--- config.mk ---
export PLATFORM = sky130hd
export DESIGN_NAME = fft_bram_reader_flat
export DESIGN_NICKNAME = d
export VERILOG_FILES = /design/src/rtl/fft_bram_pkg.sv /design/src/rtl/fft_bram_reader_if.sv /design/src/rtl/fft_bram_rd_pipe.sv /design/src/rtl/fft_bram_reader.sv /design/src/flat_wrapper.sv
export SDC_FILE = /design/constraint.sdc
export NUM_CORES = 1
export LEC_CHECK = 0
export CELL_PAD_IN_SITES_DETAIL_PLACEMENT = 1
export CELL_PAD_IN_SITES_GLOBAL_PLACEMENT = 1
export CORE_ASPECT_RATIO = 0.5
export CORE_MARGIN = 3
export CORE_UTILIZATION = 43
export DETAILED_ROUTE_END_ITERATION = 8
export PLACE_DENSITY = 0.88
export SKIP_LAST_GASP = 1
export SLEW_MARGIN = 30
export SYNTH_ARGS = -nofsm -noshare
export SYNTH_HDL_FRONTEND = slang
export SYNTH_SLANG_ARGS = --single-unit
--- constraint.sdc ---
create_clock -name clk -period 11.9 [get_ports clk]
set_input_delay 1.19 -clock clk [delete_from_list [all_inputs] [get_ports clk]]
set_output_delay 1.19 -clock clk [all_outputs]
set_load 0.05 [all_outputs]
--- src/rtl/fft_bram_pkg.sv ---
// Shared constants, FSM encoding and address layout for the FFT result BRAM.
// Imported by both the write controller and the read-back streamer.
package fft_bram_pkg;

    localparam int NUM_CH   = 8;
    localparam int NUM_BINS = 256;
    localparam int SAMPLE_W = 24;
    localparam int DEPTH    = 2048;
    localparam int ADDR_W   = $clog2(DEPTH);

    typedef enum logic [2:0] {
        IDLE,
        ISSUE,
        DRAIN,
        SEND,
        DONE
    } state_t;

    // Word for (bin b, channel c) lives at b*NUM_CH + c.
    function automatic logic [ADDR_W-1:0] addr(input int unsigned b, input int unsigned c);
        return ADDR_W'(b * NUM_CH + c);
    endfunction

endpackage

--- src/rtl/fft_bram_reader_if.sv ---
// BRAM read port plus AXI4-Stream master bundle used by fft_bram_reader.
interface fft_bram_reader_if #(
    parameter int NUM_CH   = fft_bram_pkg::NUM_CH,
    parameter int SAMPLE_W = fft_bram_pkg::SAMPLE_W
);

    logic [31:0]                  bram_addr;
    logic                         bram_en;
    logic                         bram_rst;
    logic [31:0]                  bram_dout_re;
    logic [31:0]                  bram_dout_im;
    logic [NUM_CH*2*SAMPLE_W-1:0] m_axis_tdata;
    logic                         m_axis_tvalid;
    logic                         m_axis_tlast;
    logic                         m_axis_tready;

    modport master (
        output bram_addr, bram_en, bram_rst,
        input  bram_dout_re, bram_dout_im,
        output m_axis_tdata, m_axis_tvalid, m_axis_tlast,
        input  m_axis_tready
    );

    modport slave (
        input  bram_addr, bram_en, bram_rst,
        output bram_dout_re, bram_dout_im,
        input  m_axis_tdata, m_axis_tvalid, m_axis_tlast,
        output m_axis_tready
    );

endinterface

--- src/rtl/fft_bram_rd_pipe.sv ---
// Delay line matching the BRAM read latency: carries the issue strobe and the
// channel index so returning data can be steered into the right beat field.
module fft_bram_rd_pipe #(
    parameter int RD_LAT = 2,
    parameter int CH_W   = 3
) (
    input  logic            clk,
    input  logic            rst_n,
    input  logic            in_vld,
    input  logic [CH_W-1:0] in_ch,
    output logic            out_vld,
    output logic [CH_W-1:0] out_ch
);

    logic [RD_LAT-1:0] vld_sr;
    logic [CH_W-1:0]   ch_sr [RD_LAT];

    always_ff @(posedge clk or negedge rst_n) begin
        if (!rst_n) begin
            vld_sr <= '0;
            for (int unsigned i = 0; i < RD_LAT; i++) ch_sr[i] <= '0;
        end else begin
            vld_sr[0] <= in_vld;
            ch_sr[0]  <= in_ch;
            for (int unsigned i = 1; i < RD_LAT; i++) begin
                vld_sr[i] <= vld_sr[i-1];
                ch_sr[i]  <= ch_sr[i-1];
            end
        end
    end

    assign out_vld = vld_sr[RD_LAT-1];
    assign out_ch  = ch_sr[RD_LAT-1];

endmodule

--- src/rtl/fft_bram_reader.sv ---
// Streams one stored FFT frame out of the result BRAM as AXI4-Stream beats,
// one beat per bin with all channels packed side by side.
module fft_bram_reader
    import fft_bram_pkg::*;
#(
    parameter int NUM_CH   = fft_bram_pkg::NUM_CH,
    parameter int NUM_BINS = fft_bram_pkg::NUM_BINS,
    parameter int SAMPLE_W = fft_bram_pkg::SAMPLE_W,
    parameter int RD_LAT   = 2
) (
    input  logic              clk,
    input  logic              rst_n,
    input  logic              start,
    output logic              busy,
    output logic              done,
    fft_bram_reader_if.master bus
);

    localparam int CH_W    = $clog2(NUM_CH);
    localparam int BIN_W   = $clog2(NUM_BINS);
    localparam int CNT_W   = $clog2(NUM_CH + 1);
    localparam int FIELD_W = 2 * SAMPLE_W;

    localparam logic [CH_W-1:0]  CH_LAST  = CH_W'(NUM_CH - 1);
    localparam logic [BIN_W-1:0] BIN_LAST = BIN_W'(NUM_BINS - 1);
    localparam logic [CNT_W-1:0] CNT_FULL = CNT_W'(NUM_CH);

    state_t                      state_q, state_d;
    logic [BIN_W-1:0]            bin_q;
    logic [CH_W-1:0]             ch_q;
    logic [CNT_W-1:0]            cap_cnt_q;
    logic [NUM_CH*FIELD_W-1:0]   beat_q;
    logic                        issue_en;
    logic                        tvalid;
    logic                        cap_vld;
    logic [CH_W-1:0]             cap_ch;
    logic                        cap_full;
    logic                        unused_dout_hi;

    fft_bram_rd_pipe #(
        .RD_LAT (RD_LAT),
        .CH_W   (CH_W)
    ) u_rd_pipe (
        .clk     (clk),
        .rst_n   (rst_n),
        .in_vld  (issue_en),
        .in_ch   (ch_q),
        .out_vld (cap_vld),
        .out_ch  (cap_ch)
    );

    // Count the capture landing this cycle so SEND follows the last word directly.
    assign cap_full = (cap_cnt_q + CNT_W'(cap_vld)) == CNT_FULL;

    always_ff @(posedge clk or negedge rst_n) begin
        if (!rst_n) state_q <= IDLE;
        else        state_q <= state_d;
    end

    always_comb begin
        state_d  = state_q;
        busy     = 1'b0;
        done     = 1'b0;
        tvalid   = 1'b0;
        issue_en = 1'b0;
        unique case (state_q)
            IDLE:  if (start) state_d = ISSUE;
            ISSUE: begin
                busy     = 1'b1;
                issue_en = 1'b1;
                if (ch_q == CH_LAST) state_d = DRAIN;
            end
            DRAIN: begin
                busy = 1'b1;
                if (cap_full) state_d = SEND;
            end
            SEND: begin
                busy   = 1'b1;
                tvalid = 1'b1;
                if (bus.m_axis_tready) state_d = (bin_q == BIN_LAST) ? DONE : ISSUE;
            end
            DONE: begin
                done    = 1'b1;
                state_d = IDLE;
            end
            default: state_d = IDLE;
        endcase
    end

    always_ff @(posedge clk or negedge rst_n) begin
        if (!rst_n) begin
            bin_q     <= '0;
            ch_q      <= '0;
            cap_cnt_q <= '0;
            beat_q    <= '0;
        end else begin
            unique case (state_q)
                IDLE: if (start) begin
                    bin_q     <= '0;
                    ch_q      <= '0;
                    cap_cnt_q <= '0;
                end
                ISSUE: ch_q <= (ch_q == CH_LAST) ? '0 : ch_q + CH_W'(1);
                SEND: if (bus.m_axis_tready && bin_q != BIN_LAST) begin
                    bin_q     <= bin_q + BIN_W'(1);
                    cap_cnt_q <= '0;
                end
                default: ;
            endcase
            if (cap_vld) begin
                beat_q[32'(cap_ch) * FIELD_W +: SAMPLE_W]            <= bus.bram_dout_re[SAMPLE_W-1:0];
                beat_q[32'(cap_ch) * FIELD_W + SAMPLE_W +: SAMPLE_W] <= bus.bram_dout_im[SAMPLE_W-1:0];
                cap_cnt_q <= cap_cnt_q + CNT_W'(1);
            end
        end
    end

    // Stored words are sign-extended, so the upper bits carry no information.
    assign unused_dout_hi = ^{bus.bram_dout_re[31:SAMPLE_W], bus.bram_dout_im[31:SAMPLE_W]};

    assign bus.bram_addr     = 32'(addr(32'(bin_q), 32'(ch_q)));
    assign bus.bram_en       = issue_en;
    assign bus.bram_rst      = ~rst_n;
    assign bus.m_axis_tdata  = beat_q;
    assign bus.m_axis_tvalid = tvalid;
    assign bus.m_axis_tlast  = tvalid && (bin_q == BIN_LAST);

endmodule

--- src/flat_wrapper.sv ---
// flat-port wrapper written by rule: the top's interface ports become plain ports
module fft_bram_reader_flat import fft_bram_pkg::*;
#(
    parameter int NUM_CH   = fft_bram_pkg::NUM_CH,
    parameter int NUM_BINS = fft_bram_pkg::NUM_BINS,
    parameter int SAMPLE_W = fft_bram_pkg::SAMPLE_W,
    parameter int RD_LAT   = 2
)
  (clk, rst_n, start, busy, done, bus_bram_addr, bus_bram_en, bus_bram_rst, bus_bram_dout_re, bus_bram_dout_im, bus_m_axis_tdata, bus_m_axis_tvalid, bus_m_axis_tlast, bus_m_axis_tready);
  fft_bram_reader_if #(.NUM_CH(NUM_CH), .SAMPLE_W(SAMPLE_W)) bus_i ();
  input  logic clk;
  input  logic rst_n;
  input  logic start;
  output logic busy;
  output logic done;
  output wire logic [$bits(bus_i.bram_addr)-1:0] bus_bram_addr;
  output wire logic [$bits(bus_i.bram_en)-1:0] bus_bram_en;
  output wire logic [$bits(bus_i.bram_rst)-1:0] bus_bram_rst;
  input wire logic [$bits(bus_i.bram_dout_re)-1:0] bus_bram_dout_re;
  input wire logic [$bits(bus_i.bram_dout_im)-1:0] bus_bram_dout_im;
  output wire logic [$bits(bus_i.m_axis_tdata)-1:0] bus_m_axis_tdata;
  output wire logic [$bits(bus_i.m_axis_tvalid)-1:0] bus_m_axis_tvalid;
  output wire logic [$bits(bus_i.m_axis_tlast)-1:0] bus_m_axis_tlast;
  input wire logic [$bits(bus_i.m_axis_tready)-1:0] bus_m_axis_tready;
  assign bus_bram_addr = bus_i.bram_addr;
  assign bus_bram_en = bus_i.bram_en;
  assign bus_bram_rst = bus_i.bram_rst;
  assign bus_i.bram_dout_re = bus_bram_dout_re;
  assign bus_i.bram_dout_im = bus_bram_dout_im;
  assign bus_m_axis_tdata = bus_i.m_axis_tdata;
  assign bus_m_axis_tvalid = bus_i.m_axis_tvalid;
  assign bus_m_axis_tlast = bus_i.m_axis_tlast;
  assign bus_i.m_axis_tready = bus_m_axis_tready;
  fft_bram_reader #(.NUM_CH(NUM_CH), .NUM_BINS(NUM_BINS), .SAMPLE_W(SAMPLE_W), .RD_LAT(RD_LAT)) u_core (.clk(clk), .rst_n(rst_n), .start(start), .busy(busy), .done(done), .bus(bus_i));
endmodule
# After elaboration in Yosys (flattened, before gate mapping)

Cells that the tools add are included.

Reduce and logical (&&, ||, !) cells: 11
Multiplexer cells: 22
Multipliers: 1
Shift operators: 4
Equal/unequal tests: 15
Add/sub/neg operators: 8
Bitwise gates (word level): 1

Operators by type and width:

| kind                                                                       | count |
|---|---|
| 384-bit bitwise mux                                                        | 2 |
| 24-bit by 34-bit variable shift with 384-bit output (first input constant) | 2 |
| 24-bit by 34-bit variable part select with 384-bit output                  | 2 |
| 32-bit negator with 34-bit output                                          | 1 |
| 9-bit negator with 34-bit output                                           | 1 |
| 3-bit 2-to-1 mux                                                           | 7 |
| 8-bit 2-to-1 mux                                                           | 2 |
| 8-bit case mux with 2 select lines                                         | 1 |
| 4-bit 2-to-1 mux                                                           | 3 |
| 3-bit case mux with 4 select lines                                         | 1 |
| 11-bit by 3-bit adder with 11-bit output                                   | 1 |
| 9-bit by 5-bit adder with 10-bit output (second input constant)            | 1 |
| 8-bit by 1-bit adder with 8-bit output (second input constant)             | 1 |
| 8-bit == test (second input constant)                                      | 1 |
| 8-bit != test (second input constant)                                      | 1 |
| 4-bit case mux with 2 select lines                                         | 1 |
| 3-bit by 2-bit == test with 1-bit output (second input constant)           | 2 |
| 3-bit == test (second input constant)                                      | 2 |
| 2-bit by 1-bit != test with 1-bit output (second input constant)           | 3 |
| 3-bit case mux with 2 select lines                                         | 1 |
| 3-bit AND reduction                                                        | 2 |
| 3-bit by 2-bit multiplier with 5-bit output (second input constant)        | 1 |
| 4-bit by 1-bit adder with 4-bit output                                     | 1 |
| 4-bit by 1-bit adder with 4-bit output (second input constant)             | 1 |
| other kinds (15)                                                           | 21 |

Bits in registers: 410
Word-level logic and storage cells: 70
Output and inout bits: 422
Bits of input ports: 68

# Longest topological paths before layout

Gate-level depths: netlist of the first run.

Depth in word-level cells: 5
Gate-level depth with buffers: 18

# Cells and area by module

From an unflattened synthesis of the first run, not the netlist that was laid out.

Cells, all modules: 2331
Area, all modules: 22103.7 µm²

By module, submodules not included:

| module           | area each (µm²) | cells an instance | times used |
|---|---|---|---|
| fft_bram_reader  | 21881.0         | 2320              | 1 |
| fft_bram_rd_pipe | 222.7           | 11                | 1 |

# Worst setup path after synthesis of the first run

Ideal clock, no wire load.

Path type: flip-flop to flip-flop
From: reg u_core.u_rd_pipe.ch_sr (netlist bit u_core.u_rd_pipe.out_ch[0])
To: reg u_core.beat_q[176] (netlist: u_core.bus.m_axis_tdata[176])
Cell stages (with the launch flop): 17
Setup time: 125 ps
Arrival time: 4131 ps
Period minus slack after synthesis: 4256 ps
Path slack: 7644 ps
Buffers on the path: 6
Path through: dfrtp_1 > ha_1 > clkbuf_1 > inv_1 > fa_1 > buf_6 > xnor2_4 > buf_6 > buf_6 > buf_4 > nor3_1 > ha_1 > clkinv_1 > clkbuf_1 > nor4_1 > o21ai_1 > mux2_2

Cells in the longest elaborated chain, start to end: 5
Elaborated cells between the ends (all ways): 10

Ends and longest elaborated chain:

| element                                                                                            | RTL line                                       | RTL |
|---|---|---|
| start: declaration                                                                                 | fft_bram_rd_pipe.sv:16                         | `logic [CH_W-1:0] ch_sr [RD_LAT];` |
| start signal: indexed assignment                                                                   | fft_bram_rd_pipe.sv:27                         | `ch_sr[i] <= ch_sr[i-1];` |
| 3-bit by 2-bit multiplier with 5-bit output (*)                                                    | fft_bram_reader.sv:111, fft_bram_reader.sv:112 |  |
| 9-bit by 5-bit adder with 10-bit output / 9-bit negator with 34-bit output (equally long branches) | fft_bram_reader.sv:112, fft_bram_reader.sv:111 |  |
| 32-bit negator with 34-bit output (tied with other cells)                                          | fft_bram_reader.sv:112                         | `beat_q[32'(cap_ch) * FIELD_W + SAMPLE_W +: SAMPLE_W] <= bus.bram_dout_im[SAMPLE_W-1:0];` |
| 24-bit by 34-bit variable part select with 384-bit output (tied with other cells)                  | fft_bram_reader.sv:112                         |  |
| 384-bit bitwise mux (*)                                                                            | fft_bram_reader.sv:112                         |  |
| end signal: indexed assignment                                                                     | fft_bram_reader.sv:111                         | `beat_q[32'(cap_ch) * FIELD_W +: SAMPLE_W] <= bus.bram_dout_re[SAMPLE_W-1:0];` |
| end signal: indexed assignment                                                                     | fft_bram_reader.sv:112                         |  |
| end: declaration                                                                                   | fft_bram_reader.sv:32                          | `logic [NUM_CH*FIELD_W-1:0] beat_q;` |

Mark *: on every way between the ends. The rest lies on a longest branch, timed or not.
A chain may end at the register's enable or synchronous reset.

# Final worst setup path of the first run

From: reg u_core.u_rd_pipe.ch_sr (netlist bit u_core.u_rd_pipe.out_ch[0])
To: reg u_core.beat_q[335] (netlist: u_core.bus.m_axis_tdata[335])

Same word-level chain as after synthesis.

==> results.ini, run 1 <==
[route]
first_pass_iters = 6
ant_nets = 0
drt-total-wl_mm = 100
vias_per_cell = 6.75
vias = 22400
drt_drc_violations_left = 0
drtIter0Drc = 3170
wire_per_inst_microns = 30.2

[cts]
path_clk_slew_ns = 0.07
htree_levels = 2
cts_buffer_depth = 3
cts_setup_buffers = 0
clk_latency_ns = 0.57
cts_hold_buffers = 0
post_cts_resized = 0
cts.sinks = 410
clockRootBuffer = clkbuf_16
cts_buffers = 41
cts_tree = done

[sta]
rsz0062_at_grt = no
final.min_clock_period_ns = 6.10
slew_headroom_pct = 27.8
finalSetupViolCount = 0
holdWs_ns = 0.363
finClkSkew_ns = 0.0242
timing.final.crit_share_pct = 51.2
tns_ns = 0
worst_pin_slew_ns = 1.08
hold_violations = 0
fmax_mhz = 164
slew_viol_final = 0

[power_and_ir_drop]
p_leak_uw = 0.0116
ir_drop_v = 0.000184
power_uw = 10500
p_per_area_nw_per_um2 = 368

[die]
dieArea_sq_um = 54600
num_rows = 58
start_util_pct = 43.8
io_pins = 490
chipHeight_microns = 167
die_w_microns = 327
core_area_sq_um = 50700

[placed_design]
place.gp.congestion = 1.02
dp_hpwl_mm = 72.2
place_area_sq_um = 27100
portBuffers = 452

[global_routing]
met2_usage_pct = 56.0
busiest_layer = met2
grt_usage_pct = 35.4
grt_max_degree = 112
grt_pass1_vias = 23200
antenna_found_initial = 5
grt_util_met1_pct = 44.1
grt.overflow.total = 0
grt_pass1_wl_mm = 149
use_met3_pct = 10.5

[synth]
yosys.area_share.simple_pct = 14.6
ys_ff_latch = 410
synthArstFlopShare_pct = 100
postSynthCellCount = 2206
synthDistinctLibCells = 102
synth_fa_ha_area_share_pct = 0.935
synth-compound-area-share_pct = 22.8
netlist_area_sq_um = 22200
synth_edf_count = 0
synth-seq-area-share_pct = 46.2
synthXorXnorAreaFrac_pct = 1.22
synth_top_family_by_area = compound AO/OA/AOI/OAI gates
synth.avg_cell_area_sq_um = 10.1
ys_warn_count = 0
synth_mux_area_share_pct = 9.86
synthFlopType = dfrtp_1

[setup_path]
required_ns = 12.35
crit_chain = ha_1 -> inv_1 -> fa_1 -> buf_4 -> nand2b_1 -> o21ai_1 -> a21o_1 -> nand2_1 -> a21oi_2 -> mux2_2
critPathLaunchType = register
slowest_stage = dfrtp_4
cp_max_fo = 38
arrival_ns = 6.55
end_kind = register
r2r_start = u_core.u_rd_pipe.out_ch[0]
path_class = reg2reg
max_stage_delay_ns = 0.82
startpoint = u_core.u_rd_pipe.out_ch[0]

[final_layout]
area_growth_pct = 28.6
final_cell_mix = clkdlybuf4s50_1, dfrtp_1, nand2_1
layout_commonest_cell = clkdlybuf4s50_1
nets = 2678
layout.area.seq_sq_um = 10300
multi_input_area_sq_um = 11100
drive_gt1_share_pct = 14.0
fin_area_sq_um = 28600
post-route-util_pct = 56.4
fillers = 5528

[hold_path]
hold_path_startpoint = u_core.u_rd_pipe.vld_sr[0]
hp-class = reg2reg

[status]
status = finished, final reports clean

[flow_run]
maxCapViolCount = 0

## power breakdown
part / switching (uW) / total (uW) / internal, uW / leakage, uW
registers: 475 / 2390 / 1920 / 0.00518
clock network: 612 / 1410 / 793 / 0.000705
logic: 4750 / 6710 / 1960 / 0.00575
## layer usage
| metal | vias to the layer above | wire [microns] |
|---|---|---|
| met3 | 407 | 11200 |
| met2 | 1566 | 46100 |
| met1 | 11300 | 37000 |
| met5 | - | 235 |
| li1 | 9098 | - |
| met4 | 4 | 5770 |
## logic make-up (layout without fill, tap and decap cells)
group | Yosys count | count (layout)
AND/OR/NAND/NOR | 655 | 655
other | 1 | 26
multiplexers | 198 | 198
AO/OA/AOI/OAI | 714 | 714
XOR/XNOR | 21 | 21
buffers and inverters | 191 | 591
adder cells (fa/ha/maj) | 16 | 16
flip-flops | 410 | 410
## synth_stat cells (16+ instances only)
cell type  number  share of area, %
clkbuf_1       74               1.3
o22a_1         21              0.83
a221o_1        28               1.3
nor3_1         37              0.83
a2bb2oi_1      17              0.67
nor4_1         17              0.48
mux2i_1        32               1.4
dfrtp_1       410                46
a31oi_1        22              0.62
a21oi_2        16              0.63
nor2_1        122               2.1
buf_4          31               1.0
and3_1         25              0.70
nand2b_1       19              0.54
o22ai_1       173               4.9
o21ai_0        94               2.1
a221oi_1       22              0.87
nand2_1       256               4.3
mux2_2        166               8.4
a22oi_1        43               1.5
a22o_1         41               1.6
buf_2          35              0.79
o21ai_1        17              0.38
nand3_1        62               1.4
inv_1          29              0.49
a21oi_1        85               1.9
## worst paths after layout
| kind | end | slack [ns] | cells past startpoint |
|---|---|---|---|
| max | u_core.bus.m_axis_tdata[335] | 5.80 | 10 |
| min | u_core.u_rd_pipe.vld_sr[1] | 0.36 | 0 |
| max reg2reg | u_core.bus.m_axis_tdata[335] | 5.80 | 10 |
| min reg2reg | u_core.u_rd_pipe.vld_sr[1] | 0.36 | 0 |
| max in group asynchronous | u_core.bus.m_axis_tdata[4] | 8.44 | 4 |
| min in group asynchronous | u_core.bus.m_axis_tdata[95] | 0.68 | 1 |
## critical path: cells and delay by family, from the launching register on
family / cells / cell delay, ns
AO/OA/AOI/OAI: 3 / 1.98
adder cells (fa/ha/maj): 2 / 1.22
AND/OR/NAND/NOR: 2 / 0.94
flip-flops: 1 / 0.82
buffers and inverters: 2 / 0.58
multiplexers: 1 / 0.39
## sequential cells by signal (all words and copies together), names as in the netlist
| name | flops |
|---|---|
| u_core.bus.m_axis_tdata | 384 |
| u_core.u_rd_pipe.out_ch | 3 |
| u_core.cap_cnt_q | 4 |
| u_core.u_rd_pipe.ch_sr | 3 |
| u_core.bin_q | 8 |
| u_core.state_q | 3 |
| u_core.u_rd_pipe.vld_sr | 2 |
| u_core.ch_q | 3 |
## stage by stage
stage | instances | setup WS (ns)
after CTS | 3315 | 6.25
after floorplan | 2226 | 7.64
final | 3321 | 5.80
after global placement | 3240 | 6.36
after global routing | 3321 | 5.86
after detailed placement | 3240 | 6.31
## final cells by class
cell class,instances,share of cell area (%)
diodes,5,0.0438
clock buffers,53,4.14
clock inverters,22,0.793
inverters,33,0.434
multi-input cells,1625,38.9
flip-flops and latches,410,35.9
well taps,690,3.02
repair buffers,483,16.7
Power figures use the tool's default switching activity.
==> inputs of run 2 (changes only) <==
--- a/config.mk
+++ b/config.mk
@@ -9,9 +9,9 @@
 export CELL_PAD_IN_SITES_GLOBAL_PLACEMENT = 1
 export CORE_ASPECT_RATIO = 0.5
 export CORE_MARGIN = 3
-export CORE_UTILIZATION = 43
+export CORE_UTILIZATION = 39
 export DETAILED_ROUTE_END_ITERATION = 8
-export PLACE_DENSITY = 0.88
+export PLACE_DENSITY = 0.81
 export SKIP_LAST_GASP = 1
 export SLEW_MARGIN = 30
 export SYNTH_ARGS = -nofsm -noshare
==> constraint.sdc (replaced) <==
create_clock -name clk -period 5.8 [get_ports clk]
set_input_delay 0.58 -clock clk [delete_from_list [all_inputs] [get_ports clk]]
set_output_delay 0.58 -clock clk [all_outputs]
set_load 0.05 [all_outputs]
==> results.ini, run 2 (synthesis gave the netlist of run 1 again) <==
[cts]
clk_latency_ns = 0.57
path_clk_slew_ns = 0.07
cts_hold_buffers = 1
cts_setup_buffers = 0
cts.sinks = 410
cts_buffer_depth = 3
cts_buffers = 42
htree_levels = 2
clockRootBuffer = clkbuf_16
post_cts_resized = 0
cts_tree = done

[final_layout]
area_growth_pct = 29.6
largest_reg_flops = 384
nets = 2697
layout_commonest_cell = clkdlybuf4s50_1
fillers = 6101
post-route-util_pct = 51.5
final_cell_mix = clkdlybuf4s50_1, dfrtp_1, nand2_1
drive_gt1_share_pct = 14.1

[placed_design]
place.gp.congestion = 0.984
dp_hpwl_mm = 73.1
portBuffers = 452

[power_and_ir_drop]
ir_drop_v = 0.000419
p_per_area_nw_per_um2 = 744
p_leak_uw = 0.0117

[setup_path]
path_class = reg2reg
end_kind = register
path_depth = 12
crit_chain = ha_1 -> buf_4 -> inv_1 -> fa_1 -> xnor2_4 -> nor3_1 -> ha_1 -> clkinv_1 -> nor2_1 -> nand2_1 -> o22ai_2 -> mux2_2
slowest_stage = fa_1
required_ns = 6.23
cpMostUsedCell = ha_1
critPathLaunchType = register
critical_path_buf_inv_count = 3
cp_top_family = adder cells
cp_max_fo = 19
arrival_ns = 5.57
max_stage_delay_ns = 0.70
r2r_cells = 12

[die]
dieArea_sq_um = 60000
io_pins = 490
die_w_microns = 343
chipHeight_microns = 175
core_area_sq_um = 55900
start_util_pct = 39.7
num_rows = 61

[global_routing]
antenna_found_initial = 4
grt_max_degree = 160
grt_pass1_vias = 22300
grt.overflow.total = 0
grt_usage_pct = 31.8
grt_pass1_wl_mm = 146

[route]
vias = 21800
ant_nets = 0
drtIter0Drc = 2489
top_layer = met4
wire_per_inst_microns = 29.1
wl_met2_mm = 45.8
route.met3.wl_mm = 10.0
drt_drc_violations_left = 0
first_pass_iters = 6
m1WireLength_mm = 38.7
drt-total-wl_mm = 98.9
vias_per_cell = 6.41

[sta]
tns_ns = 0
slew_viol_final = 0
rsz0062_at_grt = no
timing.final.crit_share_pct = 88.6
slew_headroom_pct = 25.3
finalSetupViolCount = 0
hold_violations = 0
worst_pin_slew_ns = 1.12
fmax_mhz = 195
finClkSkew_ns = 0.0261
final.min_clock_period_ns = 5.14

[hold_path]
min_path_cells = 0
hp-class = reg2reg

[status]
status = finished, final reports clean

[flow_run]
maxCapViolCount = 0

==> run 2: cell count changes in the layout (fill, tap and decap cells not counted), sizes merged <==
cell and change:
clkinvlp -1, clkbuf +10, dlygate4sd3 +1, inv -2, bufinv -3, buf +18
clkinv -5, diode -2
==> run 2: through the flow <==
stage / setup WS [ns] / power (uW) / cells / cell area, sq um / hold WS (ns)
floorplan: 1.54 / 13400 / 2226 / 22300 / 0.284
global placement: 1.10 / 17900 / 3321 / 27300 / 0.335
detailed placement: 1.01 / 18200 / 3322 / 27300 / 0.340
CTS: 0.968 / 21100 / 3398 / 28700 / 0.357
global route: 0.592 / 22100 / 3403 / 28800 / 0.368
finish: 0.659 / 21400 / 3403 / 28800 / 0.357
==> run 2: worst reg2reg max path, stage by stage (launching register included) <==
cell and delay (ns):
dfrtp_1 0.48, ha_1 0.19, buf_4 0.24, inv_1 0.22
fa_1 0.70, xnor2_4 0.27, nor3_1 0.06, ha_1 0.31
clkinv_1 0.61, nor2_1 0.55, nand2_1 0.38, o22ai_2 0.59
mux2_2 0.40
==> run 2: area by class of cell <==
class                           instances  area (sq um)  share of cell area (%)
Antenna cell                            3          7.51                  0.0261
Clock buffer                           64          1300                    4.51
Clock inverter                         11          90.1                   0.313
Inverter                               33           124                   0.430
Multi-Input combinational cell       1625         11100                    38.6
Sequential cell                       410         10300                    35.7
Tap cell                              756           946                    3.29
Timing Repair Buffer                  501          4950                    17.2
==> run 2: per-layer routing <==
layer,vias up,track usage (%)
li1,9135,-
met1,11200,40.8
met2,1190,50.2
met3,288,9.45
met4,0,13.3
met5,-,0
==> run 2: where the power goes <==
group / internal (uW) / total (uW) / switching [uW]
clock: 1590 / 2820 / 1230
sequential: 3930 / 4810 / 872
combinational: 4110 / 13800 / 9680
==> run 2: worst paths after layout <==
path	end	startpoint	slack [ns]
max in group asynchronous	u_core.bus.m_axis_tdata[163]	rst_n	3.19
worst max register to register	u_core.bus.m_axis_tdata[32]	u_core.u_rd_pipe.out_ch[1]	0.66
worst min-delay path	u_core.u_rd_pipe.out_ch[2]	u_core.u_rd_pipe.ch_sr[5]	0.36
min in group asynchronous	u_core.bus.m_axis_tdata[58]	rst_n	0.55
worst max-delay path	u_core.bus.m_axis_tdata[32]	u_core.u_rd_pipe.out_ch[1]	0.66
worst min register to register	u_core.u_rd_pipe.out_ch[2]	u_core.u_rd_pipe.ch_sr[5]	0.36
==> inputs of run 3 (changes only) <==
--- a/config.mk
+++ b/config.mk
@@ -5,6 +5,7 @@
 export SDC_FILE = /design/constraint.sdc
 export NUM_CORES = 1
 export LEC_CHECK = 0
+export ABC_CLOCK_PERIOD_IN_PS = 5800
 export CELL_PAD_IN_SITES_DETAIL_PLACEMENT = 1
 export CELL_PAD_IN_SITES_GLOBAL_PLACEMENT = 1
 export CORE_ASPECT_RATIO = 0.5
@@ -12,6 +13,8 @@
 export CORE_UTILIZATION = 39
 export DETAILED_ROUTE_END_ITERATION = 8
 export PLACE_DENSITY = 0.81
+export RECOVER_POWER = 25
+export SKIP_CTS_REPAIR_TIMING = 1
 export SKIP_LAST_GASP = 1
 export SLEW_MARGIN = 30
 export SYNTH_ARGS = -nofsm -noshare
==> results.ini, run 3 (synthesis gave the netlist of run 1 again) <==
[setup_path]
critical_path_buf_inv_count = 3
required_ns = 6.23
arrival_ns = 5.57
slowest_stage = fa_1
r2r_start = u_core.u_rd_pipe.out_ch[1]
cp_top_family = adder cells
startpoint = u_core.u_rd_pipe.out_ch[1]
cpMostUsedCell = ha_1
cp_max_fo = 19
r2r_slack_ns = 0.66
crit_chain = ha_1 -> buf_4 -> inv_1 -> fa_1 -> xnor2_4 -> nor3_1 -> ha_1 -> clkinv_1 -> nor2_1 -> nand2_1 -> o22ai_2 -> mux2_2
critPathLaunchType = register
max_stage_delay_ns = 0.70
end_kind = register
path_class = reg2reg

[placed_design]
dp_slack_ns = 1.01
dp_hpwl_mm = 73.1
portBuffers = 452
place_area_sq_um = 27300
place.gp.congestion = 0.984

[sta]
slew_viol_final = 153
slew_headroom_pct = -79.8
finalWorstSetupSlack_ns = 0.663
hold_violations = 0
final.min_clock_period_ns = 5.14
timing.final.crit_share_pct = 88.6
tns_ns = 0
rsz0062_at_grt = no
worst_pin_slew_ns = 2.70
fmax_mhz = 195
finClkSkew_ns = 0.0249
finalSetupViolCount = 0

[status]
status = finished, violations left
violations = capacitance limit, slew limit

[global_routing]
grt_usage_pct = 31.8
antenna_found_initial = 4
grt_pass1_vias = 22300
grt.overflow.total = 0
grt_pass1_wl_mm = 146
grt_max_degree = 160

[cts]
cts_tree = done
cts.sinks = 410
clockRootBuffer = clkbuf_16
cts_buffers = 42
path_clk_slew_ns = 0.07
clk_latency_ns = 0.57
cts_buffer_depth = 3
htree_levels = 2

[route]
drt_drc_violations_left = 0
first_pass_iters = 6
drtIter0Drc = 2462
ant_nets = 0
vias = 21800
vias_per_cell = 6.41
wire_per_inst_microns = 29.1
drt-total-wl_mm = 98.9

[power_and_ir_drop]
p_sw_uw = 11800
combPwrFrac_pct = 64.4
seq_power_share_pct = 22.4
pwr-share-clk_pct = 13.1
p_sw_share_pct = 55.0
p_per_area_nw_per_um2 = 745
ir_drop_v = 0.000412
p_int_uw = 9630
p_leak_uw = 0.0117

[final_layout]
drive_gt1_share_pct = 14.0
largest_reg_flops = 384
fin_area_sq_um = 28800
final_cell_mix = clkdlybuf4s50_1, dfrtp_1, nand2_1
layout_commonest_cell = clkdlybuf4s50_1
area_growth_pct = 29.5
nets = 2697

[die]
core_area_sq_um = 55900
dieArea_sq_um = 60000
num_rows = 61
chipHeight_microns = 175
die_w_microns = 343
io_pins = 490
start_util_pct = 39.7

[hold_path]
hp-class = reg2reg
hold_path_startpoint = u_core.u_rd_pipe.ch_sr[5]

[flow_run]
maxCapViolCount = 2

run 3: changes by cell type in the layout (fill, tap and decap cells not counted), sizes merged:
cell	change
buf	-2
clkbuf	+2
run 3: area by class of cell:
class / instances / area [sq um]
clock inverters: 11 / 90.1
flip-flops and latches: 410 / 10300
diodes: 3 / 7.51
repair buffers: 501 / 4920
multi-input cells: 1625 / 11100
clock buffers: 64 / 1300
inverters: 33 / 124
well taps: 756 / 946
fillers: 6105 / 27200
run 3: power by group through the flow:
stage	clock network, uW	logic, uW	registers, uW
global placement	0	13100	4800
CTS	2830	13400	4800
finish	2810	13800	4800
global route	2960	14300	4890
floorplan	0	5380	8000
detailed placement	0	13400	4830
run 3: per-layer routing:
metal / GRT usage (%) / vias to the layer above / wire (microns)
met5: 0 / - / 0
met4: 13.4 / 0 / 4310
met3: 9.45 / 266 / 10100
met2: 50.2 / 1246 / 46000
met1: 40.8 / 11200 / 38600
li1: - / 9146 / -
run 3: final timing paths:
check	cells past startpoint	end
max in group asynchronous	4	u_core.bus.m_axis_tdata[133]
worst max register to register	12	u_core.bus.m_axis_tdata[32]
worst min-delay path	0	u_core.u_rd_pipe.out_ch[2]
min in group asynchronous	2	u_core.bus.m_axis_tdata[187]
worst max-delay path	12	u_core.bus.m_axis_tdata[32]
worst min register to register	0	u_core.u_rd_pipe.out_ch[2]
run 3: per-stage QoR:
| step | hold slack (ns) | cells | total power [uW] | utilization [%] |
|---|---|---|---|---|
| global route | 0.368 | 3403 | 22100 | 51.4 |
| global placement | 0.335 | 3321 | 17900 | 48.8 |
| finish | 0.357 | 3403 | 21400 | 51.4 |
| CTS | -0.0868 | 3397 | 21100 | 51.3 |
| detailed placement | 0.340 | 3322 | 18200 | 48.8 |
| floorplan | 0.284 | 2226 | 13400 | - |
